## src/rtl/clock_set_ctrl.sv

```systemverilog
// Settable HH:MM:SS clock with debounced five-button editing.
// Time advances once per CLK_HZ cycles in RUN; SET states edit one field at a time.
module clock_set_ctrl #(
   parameter int unsigned CLK_HZ          = 50000000,
   parameter int unsigned DEBOUNCE_CYCLES = 500000,
   parameter int unsigned BLINK_DIV       = 12500000
) (
   input  logic       clk100,
   input  logic       rst_n,
   input  logic       btnU,
   input  logic       btnD,
   input  logic       btnL,
   input  logic       btnR,
   input  logic       btnC,
   output logic [4:0] hours,
   output logic [5:0] minutes,
   output logic [5:0] seconds,
   output logic       set_mode,
   output logic [1:0] field_sel,
   output logic       blink,
   output logic       sec_tick
);

   localparam int unsigned PW = (CLK_HZ > 1) ? $clog2(CLK_HZ) : 1;
   localparam int unsigned DW = $clog2(DEBOUNCE_CYCLES + 1);
   localparam int unsigned BW = $clog2(BLINK_DIV + 1);
   localparam logic [PW-1:0] PRESC_TOP = PW'(CLK_HZ - 1);
   localparam logic [DW-1:0] DB_TOP    = DW'(DEBOUNCE_CYCLES - 1);
   localparam logic [BW-1:0] BLINK_TOP = BW'(BLINK_DIV - 1);

   typedef enum logic [1:0] {
      RUN     = 2'd0,
      SET_HR  = 2'd1,
      SET_MIN = 2'd2,
      SET_SEC = 2'd3
   } state_t;

   state_t               state;
   logic [4:0]           btn_raw;
   logic [4:0]           sync1;
   logic [4:0]           sync2;
   logic [4:0]           db;
   logic [4:0]           press;
   logic [4:0][DW-1:0]   db_cnt;
   logic [PW-1:0]        presc;
   logic [BW-1:0]        blink_cnt;

   logic p_u, p_d, p_l, p_r, p_c;
   logic ud_ok, lr_ok, any_edit, tick;
   logic [5:0] sec_inc, sec_dec, min_inc, min_dec;
   logic [4:0] hr_inc, hr_dec;

   assign btn_raw = {btnC, btnR, btnL, btnD, btnU};

   // Debounced level follows sync2 only after DEBOUNCE_CYCLES consecutive disagreeing cycles.
   always_ff @(posedge clk100 or negedge rst_n) begin
      if (!rst_n) begin
         sync1  <= '0;
         sync2  <= '0;
         db     <= '0;
         press  <= '0;
         db_cnt <= '0;
      end else begin
         sync1 <= btn_raw;
         sync2 <= sync1;
         for (int unsigned i = 0; i < 5; i++) begin
            press[i] <= 1'b0;
            if (sync2[i] != db[i]) begin
               if (db_cnt[i] == DB_TOP) begin
                  db[i]     <= sync2[i];
                  db_cnt[i] <= '0;
                  press[i]  <= sync2[i];
               end else begin
                  db_cnt[i] <= db_cnt[i] + DW'(1);
               end
            end else begin
               db_cnt[i] <= '0;
            end
         end
      end
   end

   assign p_u = press[0];
   assign p_d = press[1];
   assign p_l = press[2];
   assign p_r = press[3];
   assign p_c = press[4];

   assign ud_ok    = p_u ^ p_d;
   assign lr_ok    = p_l ^ p_r;
   assign any_edit = p_u | p_d | p_l | p_r;
   assign tick     = (state == RUN) && (presc == PRESC_TOP);

   assign sec_inc = (seconds == 6'd59) ? 6'd0  : seconds + 6'd1;
   assign sec_dec = (seconds == 6'd0)  ? 6'd59 : seconds - 6'd1;
   assign min_inc = (minutes == 6'd59) ? 6'd0  : minutes + 6'd1;
   assign min_dec = (minutes == 6'd0)  ? 6'd59 : minutes - 6'd1;
   assign hr_inc  = (hours == 5'd23)   ? 5'd0  : hours + 5'd1;
   assign hr_dec  = (hours == 5'd0)    ? 5'd23 : hours - 5'd1;

   always_ff @(posedge clk100 or negedge rst_n) begin
      if (!rst_n) begin
         state     <= RUN;
         hours     <= '0;
         minutes   <= '0;
         seconds   <= '0;
         presc     <= '0;
         blink     <= 1'b0;
         blink_cnt <= '0;
         sec_tick  <= 1'b0;
         set_mode  <= 1'b0;
         field_sel <= 2'd0;
      end else begin
         sec_tick <= 1'b0;
         if (state == RUN) begin
            blink     <= 1'b0;
            blink_cnt <= '0;
            // A tick coinciding with pC is still applied before entering SET_HR.
            if (tick) begin
               presc    <= '0;
               sec_tick <= 1'b1;
               seconds  <= sec_inc;
               if (seconds == 6'd59) begin
                  minutes <= min_inc;
                  if (minutes == 6'd59) hours <= hr_inc;
               end
            end else begin
               presc <= presc + PW'(1);
            end
            if (p_c) begin
               state     <= SET_HR;
               field_sel <= 2'd1;
               set_mode  <= 1'b1;
               blink     <= 1'b1;
            end
         end else if (p_c) begin
            state     <= RUN;
            field_sel <= 2'd0;
            set_mode  <= 1'b0;
            presc     <= '0;
            blink     <= 1'b0;
            blink_cnt <= '0;
         end else begin
            // U/D acts on the field selected before any simultaneous L/R move.
            if (ud_ok) begin
               case (state)
                  SET_HR:  hours   <= p_u ? hr_inc  : hr_dec;
                  SET_MIN: minutes <= p_u ? min_inc : min_dec;
                  SET_SEC: seconds <= p_u ? sec_inc : sec_dec;
                  default: ;
               endcase
            end
            if (lr_ok) begin
               case (state)
                  SET_HR: begin
                     state     <= p_r ? SET_MIN : SET_SEC;
                     field_sel <= p_r ? 2'd2 : 2'd3;
                  end
                  SET_MIN: begin
                     state     <= p_r ? SET_SEC : SET_HR;
                     field_sel <= p_r ? 2'd3 : 2'd1;
                  end
                  SET_SEC: begin
                     state     <= p_r ? SET_HR : SET_MIN;
                     field_sel <= p_r ? 2'd1 : 2'd2;
                  end
                  default: ;
               endcase
            end
            if (any_edit) begin
               blink     <= 1'b1;
               blink_cnt <= '0;
            end else if (blink_cnt == BLINK_TOP) begin
               blink     <= ~blink;
               blink_cnt <= '0;
            end else begin
               blink_cnt <= blink_cnt + BW'(1);
            end
         end
      end
   end

endmodule

```

## config.mk

```make
export PLATFORM = sky130hd
export DESIGN_NAME = clock_set_ctrl
export DESIGN_NICKNAME = d
export VERILOG_FILES = /design/src/rtl/clock_set_ctrl.sv
export SDC_FILE = /design/constraint.sdc
export NUM_CORES = 1
export LEC_CHECK = 0
export CORE_UTILIZATION = 41
export DETAILED_ROUTE_END_ITERATION = 8
export GPL_TIMING_DRIVEN = 0
export PLACE_DENSITY = 0.64
export SYNTH_ARGS = -nofsm -noshare
export SYNTH_HDL_FRONTEND = slang
export SYNTH_SLANG_ARGS = --single-unit
```

## constraint.sdc

```tcl
create_clock -name clk100 -period 2.8 [get_ports clk100]
set_input_delay 0.56 -clock clk100 [delete_from_list [all_inputs] [get_ports clk100]]
set_output_delay 0.56 -clock clk100 [all_outputs]
set_load 0.005 [all_outputs]
```

# Yosys cells after proc, flatten, opt, wreduce, memory -nomap -nowiden
# Cells that the tools add are included.
# Widths: inputs -> output; s select.
[word_totals]
ff_bits = 187
latch_bits = 0
ram_bits = 0
rom_bits = 0
inputBits = 7
out_inout_bits = 22
elab_cells = 158
mem_count = 0
[op_classes]
add_sub_neg = 13
n_mul = 0
div = 0
order_cmp = 0
n_eq_ne = 23
shifts = 0
muxes = 72
n_bitwise = 6
reduce_logical = 22
[op_table]
columns = ["operator", "n"]
rows = [
  ["$mux 19", 10],
  ["$mux 6", 17],
  ["$mux 24", 4],
  ["$add 19x1->19 const B", 5],
  ["$eq 19x19->1 const B", 5],
  ["$mux 26", 3],
  ["$mux 5", 10],
  ["$add 26x1->26 const B", 1],
  ["$eq 26x26->1 const B", 1],
  ["$add 24x1->24 const B", 1],
  ["$eq 24x24->1 const B", 1],
  ["$mux 1", 21],
  ["$add 6x1->6 const B", 2],
  ["$eq 6x6->1 const B", 2],
  ["$logic_not 6->1", 2],
  ["$mux 2", 6],
  ["$reduce_bool 2->1", 6],
  ["$sub 6x1->6 const B", 2],
  ["$reduce_and 2->1", 5],
  ["$reduce_bool 4->1", 2],
  ["$ne 2x1->1 const B", 3],
  ["$pmux 2 s3", 1],
  ["$reduce_and 6->1", 1],
  ["$add 5x1->5 const B", 1],
  ["15 further kinds", 24],
]

# Logic depth before layout (Yosys ltp)
[depth]
ltp_word = 7
mapped_depth = 9
depth_no_buf = 7

# Worst setup path after synthesis
# OpenSTA, ideal clock, no wires.
[synth_path]
path_type = "reg-to-reg"
start = "reg state[0]"
end = "reg seconds[4]"
setup_ns = 0.124
arrival_time_ns = 1.842
required_time_ns = 2.676
slack_ns = 0.834
stages_incl_launch_ff = 9
path_buffers = 2
period_less_slack_ns = 1.966
path_cell_list = "dfrtp_1 > inv_1 > ha_1 > buf_2 > nor2_1 > and3_1 > clkbuf_1 > or2_2 > a211o_1"
[synth_between]
elab_chain_len = 4
elab_cells_between_ends = 9
classes_between = "3 x eq/ne; 1 x mux; 5 x reduce/logical"
[synth_rtl]
columns = ["item", "line_no", "rtl"]
rows = [
  ["start: declaration", "38", "state_t state;"],
  ["start signal: assignment", "156", "state <= p_r ? SET_MIN : SET_SEC;"],
  ["start signal: assignment", "160", "state <= p_r ? SET_SEC : SET_HR;"],
  ["start signal: assignment", "164", "state <= p_r ? SET_HR : SET_MIN;"],
  ["$logic_not 2->1", "92, 115", ""],
  ["$logic_and 1x1->1", "92", "assign tick = (state == RUN) && (presc == PRESC_TOP);"],
  ["$ne 2x2->1 (no line)", "-", ""],
  ["$reduce_and 4->1 (no line)", "-", ""],
  ["end signal: assignment", "122", "seconds <= sec_inc;"],
  ["end signal: assignment", "149", "SET_SEC: seconds <= p_u ? sec_inc : sec_dec;"],
  ["end: declaration", "17", "output logic [5:0] seconds,"],
]
# Several ways; a longest one is shown, not always the timed one.
# A chain may end at the register's enable or synchronous reset.

# Final worst setup path
[layout_path]
start = "reg state[0]"
end = "reg presc[25]"
[layout_between]
elab_chain_len = 4
elab_cells_between_ends = 5
classes_between = "2 x mux; 3 x reduce/logical"
[layout_rtl]
columns = ["item", "line_no", "rtl"]
rows = [
  ["$logic_not 2->1 (*)", "92, 115", ""],
  ["$logic_and 1x1->1", "92", ""],
  ["$mux 26", "119", "if (tick) begin"],
  ["$mux 26", "115", "if (state == RUN) begin"],
  ["end signal: assignment", "128", "presc <= presc + PW'(1);"],
  ["end: declaration", "45", "logic [PW-1:0] presc;"],
]
# Every way passes the cells marked *; elsewhere a longest branch is shown, timed or not.

==> impl_results.html <==
<table>
<tr><th>Metric</th><th>Value</th></tr>
<tr><th colspan="2">Logic synthesis</th></tr>
<tr><td>Area share of xor/xnor cells in the synthesized design</td><td>0.123</td></tr>
<tr><td>Library cell occupying the most area in the post-synthesis netlist</td><td>dfrtp_1</td></tr>
<tr><td>Register area share after synthesis</td><td>0.481</td></tr>
<tr><td>Count of flip-flops with a built-in enable after synthesis</td><td>0</td></tr>
<tr><td>Complex-gate fraction of the synthesized area</td><td>0.0648</td></tr>
<tr><td>Fraction of synthesized cell area taken by the top area cell type</td><td>0.481</td></tr>
<tr><td>Main combinational cell family by area after synthesis</td><td>simple AND/OR/NAND/NOR gates</td></tr>
<tr><td>Count of warnings emitted by yosys</td><td>0</td></tr>
<tr><td>Basic-gate share of the synthesized area counting and, or, nand and nor cells</td><td>0.261</td></tr>
<tr><td>Post-synthesis mux area share</td><td>0.0147</td></tr>
<tr><td>Ranking of synthesized cells by instance count</td><td>dfrtp_1 (187), nor2_1 (163), nand2_1 (93), xnor2_1 (69), xor2_1 (68)</td></tr>
<tr><td>Gate count after technology mapping</td><td>roughly 1000</td></tr>
<tr><td>Synth cell types</td><td>75</td></tr>
<tr><td>Fraction of the mapped netlist area in adder cells</td><td>0.0257</td></tr>
<tr><td>Post-synthesis net count</td><td>1036</td></tr>
<tr><td>Predominant post-synthesis flop cell</td><td>dfrtp_1</td></tr>
<tr><td>Combined area of all synthesized cells</td><td>~0.0097 sq mm</td></tr>
<tr><td>Flip-flop and latch count after synthesis</td><td>approximately 190</td></tr>
<tr><td>Cell with the most instances after synthesis</td><td>dfrtp_1</td></tr>
<tr><td>Avg Inst Size Synth</td><td>between 9 and 10 sq um</td></tr>
<tr><td>Dominant cells by area after synthesis</td><td>dfrtp_1 (48%), nor2_1 (6.3%), xnor2_1 (6.2%)</td></tr>
<tr><td>Share of flip-flops with an asynchronous set or reset</td><td>1.00</td></tr>
<tr><th colspan="2">Timing</th></tr>
<tr><td>Final Hold Vio Count</td><td>0</td></tr>
<tr><td>Post-route fraction of the period consumed by the critical path</td><td>0.850</td></tr>
<tr><td>Worst slew slack as a fraction of its limit</td><td>0.461</td></tr>
<tr><td>Final-report setup violation count</td><td>0</td></tr>
<tr><td>Final critical-path required period</td><td>2.38 ns</td></tr>
<tr><td>Final Max Tran Viols</td><td>0</td></tr>
<tr><td>Worst-case clock skew</td><td>roughly 0.013 ns</td></tr>
<tr><td>Setup repair after global routing missed its margin</td><td>false</td></tr>
<tr><td>Actual transition at the worst max-transition pin</td><td>0.801 ns</td></tr>
<tr><td>Fmax achieved</td><td>420 MHz</td></tr>
<tr><td>Setup total negative slack</td><td>0 ns</td></tr>
<tr><th colspan="2">Clocking</th></tr>
<tr><td>Total CTS buffers</td><td>17</td></tr>
<tr><td>CTS tree</td><td>yes</td></tr>
<tr><td>Number of buffers on the longest clock path</td><td>2</td></tr>
<tr><td>Clk root buf</td><td>clkbuf_16</td></tr>
<tr><td>Clock latency of the later-clocked register in the worst-skew pair</td><td>0.44 ns</td></tr>
<tr><td>Sinks on the clock net</td><td>187</td></tr>
<tr><td>Post-CTS Repair Setup Buffers</td><td>0</td></tr>
<tr><td>Clock-pin slew on the worst setup and hold paths</td><td>0.08 ns</td></tr>
<tr><td>Resized cells post-CTS</td><td>0</td></tr>
<tr><td>CTS H-tree lvls</td><td>4</td></tr>
<tr><td>Hold bufs inserted after CTS</td><td>0</td></tr>
<tr><th colspan="2">Place</th></tr>
<tr><td>Placed Cells</td><td>about 1400</td></tr>
<tr><td>Routability Congestion</td><td>0.852</td></tr>
<tr><td>HPWL after detailed placement</td><td>12.9 mm</td></tr>
<tr><td>Port Buf Inserts</td><td>28</td></tr>
<tr><th colspan="2">Critical path</th></tr>
<tr><td>Worst path bufs/invs</td><td>4</td></tr>
<tr><td>Critical Path Sink Type</td><td>flip-flop</td></tr>
<tr><td>Data arrival time at the worst-slack endpoint</td><td>approximately 2.7 ns</td></tr>
<tr><td>Number of cells on the worst reg-to-reg path</td><td>8</td></tr>
<tr><td>Cells along the critical path</td><td>inv_1, ha_1, buf_2, nor2_1, clkbuf_1, clkbuf_1, nand2_1, nand3_1</td></tr>
<tr><td>Nature of the critical path startpoint</td><td>flip-flop</td></tr>
<tr><td>Critical Path RT</td><td>between 3 and 4 ns</td></tr>
<tr><td>Most frequent CP cell</td><td>clkbuf_1</td></tr>
<tr><td>Stage delay of the slowest cell on the critical path</td><td>0.47 ns</td></tr>
<tr><td>Cell family with the largest share of critical-path delay</td><td>buffers and inverters</td></tr>
<tr><td>Critical setup path kind</td><td>flip-flop to flip-flop</td></tr>
<tr><td>CP max-delay cell</td><td>clkbuf_1</td></tr>
<tr><td>Maximum fanout along the worst path</td><td>10</td></tr>
<tr><td>Setup slack of the worst register-to-register path</td><td>0.42 ns</td></tr>
<tr><td>End of the worst register-to-register path</td><td>presc[25]</td></tr>
<tr><td>Source of the worst register-to-register timing path</td><td>state[0]</td></tr>
<tr><th colspan="2">Pwr</th></tr>
<tr><td>Worst-case vdd ir drop</td><td>0.379 mV</td></tr>
<tr><td>Power per Cell Area</td><td>roughly 480 mW/mm^2</td></tr>
<tr><td>Leak</td><td>approximately 4.5 nW</td></tr>
<tr><th colspan="2">Finish</th></tr>
<tr><td>Share of layout cells above drive strength 1</td><td>0.0785</td></tr>
<tr><td>Finished Layout Cells</td><td>~1400</td></tr>
<tr><td>Area delta synth-&gt;final</td><td>13.4%</td></tr>
<tr><td>Number of nets in the layout</td><td>between 1000 and 1500</td></tr>
<tr><td>Share of the core filled with cells in the final layout</td><td>0.472</td></tr>
<tr><td>FILL cells</td><td>between 2000 and 2500</td></tr>
<tr><td>Diodes inserted</td><td>0</td></tr>
<tr><th colspan="2">Routing</th></tr>
<tr><td>Remaining DRCs</td><td>0</td></tr>
<tr><td>Average via count per standard cell</td><td>~5.2</td></tr>
<tr><td>Number of DRC violations after detailed-routing iteration 0</td><td>408</td></tr>
<tr><td>Wire length after detailed routing</td><td>19.1 mm</td></tr>
<tr><td>Average wire per standard cell</td><td>~14 um</td></tr>
<tr><td>1st-pass router iterations</td><td>5</td></tr>
<tr><td>Number of antenna-violating nets in the routed design</td><td>0</td></tr>
<tr><td>Total vias in the final route</td><td>approximately 7300</td></tr>
<tr><th colspan="2">Global routing</th></tr>
<tr><td>First-pass GRT wire length</td><td>approximately 33 mm</td></tr>
<tr><td>Number of global-route vias before repair</td><td>around 6900</td></tr>
<tr><td>GRT overflow</td><td>0</td></tr>
<tr><td>All-layer global routing usage</td><td>0.165</td></tr>
<tr><td>Maximum number of pins on one net before global-route repair</td><td>122</td></tr>
<tr><td>Number of antenna violations at the first check in global routing</td><td>0</td></tr>
<tr><th colspan="2">Hold path</th></tr>
<tr><td>Type of the worst min-delay path</td><td>input pin to asynchronous set/reset pin</td></tr>
<tr><th colspan="2">Run status</th></tr>
<tr><td>Status</td><td>completed</td></tr>
<tr><th colspan="2">Floorplanning</th></tr>
<tr><td>Starting Density</td><td>0.416</td></tr>
<tr><td>Top-Level Pins</td><td>29</td></tr>
<tr><td>Die extent in y</td><td>approximately 160 um</td></tr>
<tr><td>Die width</td><td>approximately 160 um</td></tr>
<tr><td>Standard-cell row count</td><td>56</td></tr>
<tr><td>Placeable core region</td><td>about 0.023 sq mm</td></tr>
<tr><td>DIE AREA</td><td>0.0244 sq mm</td></tr>
<tr><th colspan="2">Run</th></tr>
<tr><td>Number of violations of the max-capacitance limit</td><td>0</td></tr>
</table>
## worst register-to-register path: stages, from the launching register on
cell and delay (ns):
dfrtp_1 0.45, inv_1 0.09, ha_1 0.23, buf_2 0.20
nor2_1 0.18, clkbuf_1 0.44, clkbuf_1 0.48, nand2_1 0.13
nand3_1 0.11
## sequential cells by signal, indices dropped and copies added (netlist names)
signal	cells
db_cnt	95
presc	26
blink_cnt	24
minutes	6
seconds	6
db	5
hours	5
press	5
sync1	5
sync2	5
state	2
blink	1
sec_tick	1
set_mode	1
## cell usage in the layout, fill, tap and decap left out, types with 8 or more instances in the layout
cell type,instances
clkbuf_1,12
a21oi_1,18
or3_1,8
nor3_1,34
nand4_1,37
nand3_1,60
buf_2,8
nor3b_1,9
inv_1,30
and3_1,23
nor4_1,12
and4_1,10
xnor2_1,69
clkbuf_16,17
ha_1,20
clkdlybuf4s50_1,27
xor2_1,68
dfrtp_1,187
o21ai_0,27
nor2_1,163
nand2_1,93
## metal layers
metal | global-route usage | routed length [um] | up-vias
met5 | 0 | 0 | -
met4 | 0.0528 | 214 | 0
met3 | 0.0261 | 517 | 11
met2 | 0.270 | 8920 | 102
met1 | 0.225 | 9400 | 3534
li1 | - | - | 3607
## area by class of cell
| type | count | area [sq um] | area share |
|---|---|---|---|
| Buffer | 30 | 175 | 0.0159 |
| Clock buffer | 17 | 425 | 0.0385 |
| Clock inverter | 15 | 168 | 0.0152 |
| Inverter | 30 | 113 | 0.0102 |
| Multi-Input combinational cell | 762 | 4760 | 0.432 |
| Sequential cell | 187 | 4680 | 0.424 |
| Tap cell | 319 | 399 | 0.0362 |
| Timing Repair Buffer | 29 | 313 | 0.0283 |
## power breakdown
group | total (mW) | switching, mW | leakage, nW | internal, mW
clock network | 2.41 | 1.20 | 0.287 | 1.21
registers | 2.75 | 0.0247 | 2.56 | 2.72
logic | 0.123 | 0.0878 | 1.66 | 0.0356
## worst max path at each step
stage / from / endpoint / cells past startpoint
2_1_floorplan: state[0] / seconds[4] / 8
3_3_place_gp: rst_n / db_cnt[86] / 1
3_5_place_dp: state[0] / blink_cnt[8] / 8
4_1_cts: state[0] / presc[25] / 8
5_1_grt: state[0] / presc[5] / 8
6_report: state[0] / presc[25] / 8
## logic make-up (layout without fill, tap and decap cells)
kind of cell / after synthesis / after routing
fa+ha+maj: 20 / 20
xor+xnor: 137 / 137
simple gates: 497 / 497
compound gates: 95 / 95
flops: 187 / 187
buf+inv: 60 / 121
mux: 13 / 13
## metrics by stage
| stage | area [sq um] | power (mW) | worst slack [ns] | hold WS, ns |
|---|---|---|---|---|
| 2_1_floorplan | 9730 | 2.84 | 0.834 | 0.264 |
| 3_3_place_gp | 10400 | 2.93 | -6.87 | 0.332 |
| 3_5_place_dp | 10400 | 2.93 | 0.463 | 0.335 |
| 6_report | 11000 | 5.28 | 0.421 | 0.0720 |
| 5_1_grt | 11000 | 5.48 | 0.203 | 0.114 |
| 4_1_cts | 11000 | 5.36 | 0.413 | 0.0937 |
No activity file was read; power rests on OpenSTA's default activity.
